$ cat config.mk
export PLATFORM = sky130hd
export DESIGN_NAME = rr_priority_arbiter
export DESIGN_NICKNAME = d
export VERILOG_FILES = /design/src/rtl/rr_priority_arbiter.sv
export SDC_FILE = /design/constraint.sdc
export NUM_CORES = 1
export LEC_CHECK = 0
export ABC_AREA = 1
export BUFFER_PORTS_ARGS = -buffer_cell sky130_fd_sc_hd__buf_4
export CORE_MARGIN = 1
export CORE_UTILIZATION = 55
export CTS_CLUSTER_DIAMETER = 100
export DETAILED_ROUTE_END_ITERATION = 8
export GPL_TIMING_DRIVEN = 0
export PLACE_DENSITY = 0.77
export SLEW_MARGIN = 10
export SYNTH_ARGS = -nofsm -noshare
export SYNTH_HDL_FRONTEND = slang
export SYNTH_SLANG_ARGS = --single-unit
$ cat constraint.sdc
create_clock -name clk_i -period 2.6 [get_ports clk_i]
set_input_delay 0.26 -clock clk_i [delete_from_list [all_inputs] [get_ports clk_i]]
set_output_delay 0.26 -clock clk_i [all_outputs]
set_load 0.02 [all_outputs]
$ cat src/rtl/rr_priority_arbiter.sv
// -----------------------------------------------------------------------------
// rr_priority_arbiter
// Round-robin arbiter sharing one resource among N_REQ requesters. A rotating
// pointer marks the highest-priority index; the lowest requesting index at or
// above the pointer wins, otherwise the search wraps to the lowest requesting
// index. A grant is held until the grantee releases it, drops its request, or
// reaches MAX_HOLD consecutive cycles (0 disables the limit). Every grant is
// followed by at least one idle cycle.
//
// Ports:
//   clk_i          clock, all logic on the rising edge
//   rst_i          synchronous active-high reset
//   req_i          level-sensitive request vector, bit i = requester i
//   release_i      one-cycle pulse from the grantee ending its tenure
//   grant_o        one-hot grant (registered)
//   grant_idx_o    binary index of the grantee (registered)
//   grant_valid_o  high while a grant is held (registered)
//   timeout_o      one-cycle pulse when a grant is revoked by the hold limit
// -----------------------------------------------------------------------------
module rr_priority_arbiter #(
  parameter int N_REQ    = 16,
  parameter int IDX_W    = 4,
  parameter int MAX_HOLD = 8,
  parameter int CNT_W    = 8
) (
  input  logic             clk_i,
  input  logic             rst_i,
  input  logic [N_REQ-1:0] req_i,
  input  logic             release_i,
  output logic [N_REQ-1:0] grant_o,
  output logic [IDX_W-1:0] grant_idx_o,
  output logic             grant_valid_o,
  output logic             timeout_o
);

  typedef enum logic [0:0] {
    IDLE  = 1'b0,
    GRANT = 1'b1
  } state_e;

  state_e           state_q;
  logic [IDX_W-1:0] ptr_q;
  logic [CNT_W-1:0] hold_cnt_q;
  logic [N_REQ-1:0] grant_q;
  logic [IDX_W-1:0] grant_idx_q;
  logic             grant_valid_q;
  logic             timeout_q;

  logic [N_REQ-1:0] masked_req;
  logic [IDX_W-1:0] winner_d;
  logic [IDX_W-1:0] ptr_d;
  logic             end_rel;
  logic             end_drop;
  logic             end_limit;
  logic             end_any;

  // Winner selection: lowest requester at or above ptr, else lowest requester.
  always_comb begin
    masked_req = {N_REQ{1'b0}};
    winner_d   = {IDX_W{1'b0}};
    for (int i = 0; i < N_REQ; i++) begin
      if (req_i[i] && (IDX_W'(i) >= ptr_q)) begin
        masked_req[i] = 1'b1;
      end else begin
        masked_req[i] = 1'b0;
      end
    end
    // Scan downward so the last hit is the lowest set index.
    for (int i = N_REQ - 1; i >= 0; i--) begin
      if ((masked_req != {N_REQ{1'b0}}) ? masked_req[i] : req_i[i]) begin
        winner_d = IDX_W'(i);
      end else begin
        winner_d = winner_d;
      end
    end
  end

  // End-of-grant conditions and the pointer value that follows the grantee.
  always_comb begin
    end_rel   = release_i;
    end_drop  = ~req_i[grant_idx_q];
    end_limit = (MAX_HOLD != 0) && (hold_cnt_q == CNT_W'(MAX_HOLD));
    end_any   = end_rel | end_drop | end_limit;
    if (grant_idx_q == IDX_W'(N_REQ - 1)) begin
      ptr_d = {IDX_W{1'b0}};
    end else begin
      ptr_d = grant_idx_q + IDX_W'(1);
    end
  end

  // Arbiter FSM with registered grant outputs.
  always_ff @(posedge clk_i) begin
    if (rst_i) begin
      state_q       <= IDLE;
      ptr_q         <= {IDX_W{1'b0}};
      hold_cnt_q    <= {CNT_W{1'b0}};
      grant_q       <= {N_REQ{1'b0}};
      grant_idx_q   <= {IDX_W{1'b0}};
      grant_valid_q <= 1'b0;
      timeout_q     <= 1'b0;
    end else begin
      timeout_q <= 1'b0;
      case (state_q)
        IDLE: begin
          // release_i is ignored here; only requests start a tenure.
          if (req_i != {N_REQ{1'b0}}) begin
            state_q       <= GRANT;
            grant_q       <= N_REQ'(1'b1) << winner_d;
            grant_idx_q   <= winner_d;
            grant_valid_q <= 1'b1;
            hold_cnt_q    <= CNT_W'(1);
          end else begin
            state_q       <= IDLE;
            grant_q       <= {N_REQ{1'b0}};
            grant_idx_q   <= {IDX_W{1'b0}};
            grant_valid_q <= 1'b0;
            hold_cnt_q    <= {CNT_W{1'b0}};
          end
        end
        GRANT: begin
          if (end_any) begin
            state_q       <= IDLE;
            grant_q       <= {N_REQ{1'b0}};
            grant_idx_q   <= {IDX_W{1'b0}};
            grant_valid_q <= 1'b0;
            hold_cnt_q    <= {CNT_W{1'b0}};
            ptr_q         <= ptr_d;
            // A voluntary end (release or dropped request) masks the timeout.
            timeout_q     <= end_limit & ~end_rel & ~end_drop;
          end else begin
            hold_cnt_q    <= hold_cnt_q + CNT_W'(1);
          end
        end
        default: begin
          state_q       <= IDLE;
          grant_q       <= {N_REQ{1'b0}};
          grant_idx_q   <= {IDX_W{1'b0}};
          grant_valid_q <= 1'b0;
          hold_cnt_q    <= {CNT_W{1'b0}};
        end
      endcase
    end
  end

  assign grant_o       = grant_q;
  assign grant_idx_o   = grant_idx_q;
  assign grant_valid_o = grant_valid_q;
  assign timeout_o     = timeout_q;

endmodule
==> metrics, run 1 <==
cell type group with the largest total delay on the critical path=simple AND/OR/NAND/NOR gates; pins over their slew limit=0; GR Layer Usage met3=0.0475; top fanout value on the critical path=5; Die Wd=64.5 um; endpoints failing setup=0; number of flops mapped to enable cells by yosys=0; most used cell along the critical path=nand2_1; maximum number of pins on one net before global-route repair=12; setup repair after global routing missed its margin=yes; Clock Skews=5.44 ps; CTS buffer count=5; power density over the cells=between 500 and 600 nW/um2; end of the worst hold path=ptr_q[0]; required time at the worst-slack endpoint=2790 ps; TritonCTS clock tree=done; Tightest Hold Check Type=in -> reg; relative area change from synthesis to final layout=29.4%; overall die area=4160 um2; GRT Residual Overflow=0; die span in y=64.5 um; asr flop ratio synth=0; clock latency reported for the late side of the worst-skew pair=290 ps; crit share post-route=0.943; Post-Route WL=about 5600 um; number of antenna violations at the first check in global routing=0; top area cells in the synthesized netlist=dfxtp_1, nand2_1, inv_1, nor2_1, a21oi_1; Reg-to-Reg End=grant_o[8]; area share of the largest cell type after synthesis=0.327; GRT Max-Usage Layer=met2; cell at the root of the clock tree=clkbuf_8; clock period minus worst slack=2450 ps; timing-limited maximum frequency=0.408 GHz; sinks on the clock net=35; vias in the first global route=1980; worst relative slew slack=0.705; slew at the pin closest to its max-slew limit=439 ps; Max-Cap Viols=0; Final Net Count=387; clock transition at the registers of the reported paths=70 ps; Crit Path Class=reg -> reg; worst stage delay on the critical path=370 ps; wire per inst=13.4 um; detailed-route vias per instance=5.30; fraction of final layout cells with drive strength greater than 1=0.331; Vias=2193; boundary pin count=41; dominant cell by count in the synthesized netlist=nand2_1; initial core utilization=0.582; met1 track demand over resource in global routing=0.368; worst hold start=rst_i; Synth cell types=38; maximum vdd drop=~370 uV; post-layout util=0.753; Worst setup SP type=flop; CP bufs+invs=2; synth warn=0; detailed-router iteration count before antenna repair=4; Longest Clk Path Bufs=2; #FFs+latches synth=35; maximum level of the CTS H-tree=2; Core Region=between 3000 and 4000 um2; number of buffers inserted by hold repair at cts=0; Avg Inst Size Synth=6.83 um2; Total GRT Usage=0.277; post-synthesis sequential area ratio=0.327; R2R Path Start=ptr_q[3]; Leakage Power=about 1.2 nW; global placer's final weighted congestion=0.965; remaining antenna violation count=0; Setup crit end kind=flop; Final HPWL DP=4060 um; number of violations reported at the end of detailed-routing iteration 0=188; power consumption=around 1.5 mW; slowest stage cell on the critical path=dfxtp_2; site row count=22; reg2reg path depth=26; synthesized netlist net count=approximately 340; most frequent cells after synthesis=nand2_1, inv_1, dfxtp_1; worst hold path depth=2; Buffers on Ports=40; Register-to-Register Setup Slack=150 ps; status=completed; number of instances in the synthesized netlist=around 310; cell taking the most area after synthesis=dfxtp_1; Antenna diodes=0; count of final hold-check violations=0; GR Layer Usage met2=0.457; drc violations=0; wire length of the first global-routing pass=8910 um; final-layout setup total negative slack=0 ps; critical path data arrival time=2640 ps; Filler cells=311; netlist area before placement=2150 um2; most common flop cell mapped by yosys=dfxtp_1
worst register-to-register path, delay by kind of cell, from the launching register on:
family        cells  cell delay [ps]
simple gates     24             1780
flops             1              370
buf+inv           2              200
metrics by stage:
stage	std cells	cell area (um2)	worst slack, ps	hold WS, ps
after floorplan	314	2150	386	338
after global placement	402	2510	107	443
after CTS	410	2590	30.4	137
after detailed placement	402	2510	45.4	448
final	414	2780	149	141
after global routing	414	2780	-92.4	141
final cells by class:
class                      instances  area [um2]  share of cell area
clock buffer                       6        72.6              0.0261
inverter                          51         205              0.0739
tap                               48        60.1              0.0216
sequential                        35         709               0.256
multi-input combinational        223        1330               0.479
clock inverter                     2        12.5             0.00451
buffer                             4        43.8              0.0158
timing repair buffer              45         342               0.123
routing by layer:
layer  vias up  wire length [um]
met3         5               291
met1       996              2430
met2        67              2790
li1       1125                 -
met4         0                48
met5         -                 0
sequential cells by signal, indices dropped and copies added, names as in the netlist:
signal and count:
timeout_o 1, ptr_q 4, state_q 1, grant_idx_o 4, grant_valid_o 1, grant_o 16, hold_cnt_q 8
power by group:
group / internal [mW] / switching, mW / total, mW
clock network: 0.187 / 0.195 / 0.382
registers: 0.571 / 0.0390 / 0.610
logic: 0.196 / 0.345 / 0.540
total: 0.953 / 0.579 / 1.53
logic make-up after synthesis:
logic type / count (synthesis) / synth area share
and+or+nand+nor: 152 / 0.354
AOI/OAI and AO/OA: 63 / 0.174
adders and majority gates: 3 / 0.0175
DFF: 35 / 0.327
xor gates and xnor gates: 5 / 0.0204
buffers and inverters: 56 / 0.107
timing repair:
action | in CTS | in global routing
buffers inserted | 0 | 4
resized for setup | 0 | 48
endpoints found under the setup margin | 0 | 26
cells in the final DEF (no fill, tap or decap), drive strengths merged:
master,count
nand3,20
o21bai,4
nand2,70
clkbuf,7
o21ai,25
a21oi,22
o22ai,3
o31ai,1
xor2,5
or2,1
dfxtp,35
clkinv,1
ha,3
o211ai,2
a32o,1
a31oi,2
inv,50
buf,48
a21o,1
nor2,44
nand4,10
nor3,4
a211oi,2
nor4,3
clkinvlp,2
how the worst max path moves through the flow:
stage / from / slack, ps / cells after the start / endpoint
2_1_floorplan: grant_idx_o[0] / 390 / 13 / hold_cnt_q[3]
3_3_place_gp: ptr_q[1] / 110 / 16 / grant_o[1]
3_5_place_dp: ptr_q[1] / 50 / 15 / grant_o[14]
4_1_cts: ptr_q[1] / 30 / 15 / grant_o[14]
5_1_grt: ptr_q[3] / -90 / 26 / grant_o[8]
6_report: ptr_q[3] / 150 / 26 / grant_o[8]
No activity file was read; power rests on OpenSTA's default activity.
==> inputs of run 2 (changes only) <==
--- a/config.mk
+++ b/config.mk
@@ -12,6 +12,7 @@
 export CTS_CLUSTER_DIAMETER = 100
 export DETAILED_ROUTE_END_ITERATION = 8
 export GPL_TIMING_DRIVEN = 0
+export MAX_ROUTING_LAYER = met4
 export PLACE_DENSITY = 0.77
 export SLEW_MARGIN = 10
 export SYNTH_ARGS = -nofsm -noshare
==> metrics, run 2 (same netlist as run 1, synthesis figures left out) <==
reg2reg path depth=26 (unchanged); pins over their slew limit=0 (unchanged); status=completed; Sw Ratio=0.375 (-0.00291); maximum level of the CTS H-tree=2 (unchanged); Buffers on Ports=40 (unchanged); most common library cell in the layout ignoring fill and taps=nand2_1; wire length of the first global-routing pass=9230 um (+3.6%); R2R Path Start=ptr_q[3]; Register-to-Register Setup Slack=120 ps (-30 ps); Longest Clk Path Bufs=2 (unchanged); detailed-router iteration count before antenna repair=4 (unchanged); cell type group with the largest total delay on the critical path=simple AND/OR/NAND/NOR gates; Vias=2284 (+4.1%); worst relative slew slack=0.694 (-0.0107); site row count=22 (unchanged); endpoints failing setup=0 (unchanged); Antenna diodes=0 (unchanged); Post-Route WL=5630 um (+1.2%); remaining antenna violation count=0 (unchanged); CTS buffer count=5 (unchanged); count of final hold-check violations=0 (unchanged); most used cell along the critical path=nand2_1; wire per inst=13.5 um (+0.25%); Reg-to-Reg End=grant_o[12]; GRT Max-Usage Layer=met2; Crit Path Class=reg -> reg; TritonCTS clock tree=done; slew at the pin closest to its max-slew limit=454 ps (+15.2 ps); top library cells by usage in the layout, fill and taps aside=nand2_1, buf_4, inv_1; switching power total=0.571 mW (-1.4%); Filler cells=300 (-3.5%); fraction of final layout cells with drive strength greater than 1=0.341 (+0.00994); end of the worst hold path=ptr_q[0]; met1 track demand over resource in global routing=0.365 (-0.00277); boundary pin count=41 (unchanged); Area after DPL=2510 um2 (unchanged); clock period minus worst slack=2480 ps (+29.1 ps); sinks on the clock net=35 (unchanged); Final HPWL DP=4130 um (+1.9%); detailed-route vias per instance=5.46 (+3.2%); drc violations=0 (unchanged); Max-Cap Viols=0 (unchanged); Setup crit end kind=flop; share of total power in combinational logic=0.350 (-0.003); power density over the cells=542 nW/um2 (-1.8%); Clock Skews=9.03 ps (+3.59 ps); Total GRT Usage=0.293 (+0.0154); slowest stage cell on the critical path=dfxtp_4; initial core utilization=0.582 (unchanged); vias in the first global route=2052 (+3.6%); Tightest Hold Check Type=in -> reg; clock latency reported for the late side of the worst-skew pair=290 ps (about the same); number of buffers inserted by hold repair at cts=0 (unchanged); Core Region=3690 um2 (unchanged); Worst setup SP type=flop; maximum vdd drop=516 uV (+41%); Leakage Power=1.26 nW (+2.1%); Reg power frac=0.400 (+0.002); CP bufs+invs=2 (unchanged); worst hold start=rst_i; Worst Setup Slack, final=120 ps (-29.1 ps); GRT Residual Overflow=0 (unchanged); worst stage delay on the critical path=370 ps (about the same); worst-case setup slack after placement=17.4 ps (-28.0 ps); top fanout value on the critical path=6 (+1); critical path data arrival time=2720 ps (+80 ps); setup repair after global routing missed its margin=yes; cell at the root of the clock tree=clkbuf_8; number of violations reported at the end of detailed-routing iteration 0=238 (+27%); number of antenna violations at the first check in global routing=0 (unchanged); timing-limited maximum frequency=0.403 GHz (-1.2%); cell internal pwr=0.952 mW (-0.12%); flip-flop count of the largest register, all copies and words added=16 (unchanged); worst hold path depth=2 (unchanged); maximum number of pins on one net before global-route repair=12 (unchanged); power consumption=1.52 mW (-0.59%); GR Layer Usage met2=0.474 (+0.0171); relative area change from synthesis to final layout=31.0%; Die Wd=64.5 um (unchanged); Final Net Count=391 (+1.0%); Clock Power Share=0.250 (about the same); design area=2810 um2 (+1.3%); global placer's final weighted congestion=0.928 (-3.8%); die span in y=64.5 um (unchanged); crit share post-route=0.954 (+0.0112); overall die area=4160 um2 (unchanged); required time at the worst-slack endpoint=2840 ps (+50 ps); clock transition at the registers of the reported paths=70 ps (about the same); GR Layer Usage met3=0.0458 (-0.00176)
==> run 2: changes by cell type in the layout (fill, tap and decap cells not counted), sizes merged <==
cell,change
clkinvlp,-1
clkinv,+1
buf,+4
==> run 2: repair_timing <==
| item | CTS | global route |
|---|---|---|
| setup buffers | 0 | 8 |
| cloned | 0 | 1 |
| endpoints found under the setup margin | 4 | 24 |
| gates resized for setup | 1 | 49 |
| pin swaps | 0 | 17 |
==> run 2: metal layers <==
layer  vias up  routed length [um]
met1      1047                2510
met3        12                 298
met4         0                 140
met2        81                2680
met5         -                   0
li1       1144                   -
==> run 2: cell type report <==
class | count | area, um2 | share of cell area
Buffer | 4 | 38.8 | 0.0138
Clock buffer | 6 | 72.6 | 0.0258
Clock inverter | 2 | 12.5 | 0.00445
Inverter | 51 | 203 | 0.0721
Multi-Input combinational cell | 223 | 1340 | 0.476
Sequential cell | 35 | 712 | 0.253
Tap cell | 48 | 60.1 | 0.0214
Timing Repair Buffer | 49 | 375 | 0.134
==> run 2: how the worst max path moves through the flow <==
stage	to	slack [ps]	from	cells past startpoint
floorplan	hold_cnt_q[3]	390	grant_idx_o[0]	13
global placement	hold_cnt_q[3]	70	grant_idx_o[0]	13
detailed placement	hold_cnt_q[3]	20	grant_idx_o[0]	13
CTS	grant_o[7]	10	grant_idx_o[1]	13
global route	grant_o[8]	-90	ptr_q[3]	26
finish	grant_o[12]	120	ptr_q[3]	26
==> run 2: power groups by stage <==
stage / clock (mW) / sequential (mW) / combinational, mW
final: 0.381 / 0.609 / 0.534
after global routing: 0.410 / 0.611 / 0.587
after CTS: 0.387 / 0.602 / 0.466
after detailed placement: 0 / 0.614 / 0.463
after global placement: 0 / 0.613 / 0.459
after floorplan: 0 / 0.627 / 0.314
==> run 2: through the flow <==
| stage | hold WS [ps] | utilization | setup TNS (ps) | std cells |
|---|---|---|---|---|
| 5_1_grt | 144 | 0.762 | -934 | 418 |
| 3_5_place_dp | 447 | 0.679 | 0 | 402 |
| 4_1_cts | 139 | 0.703 | 0 | 410 |
| 2_1_floorplan | 338 | - | 0 | 314 |
| 3_3_place_gp | 443 | 0.679 | 0 | 402 |
| 6_report | 138 | 0.762 | 0 | 418 |
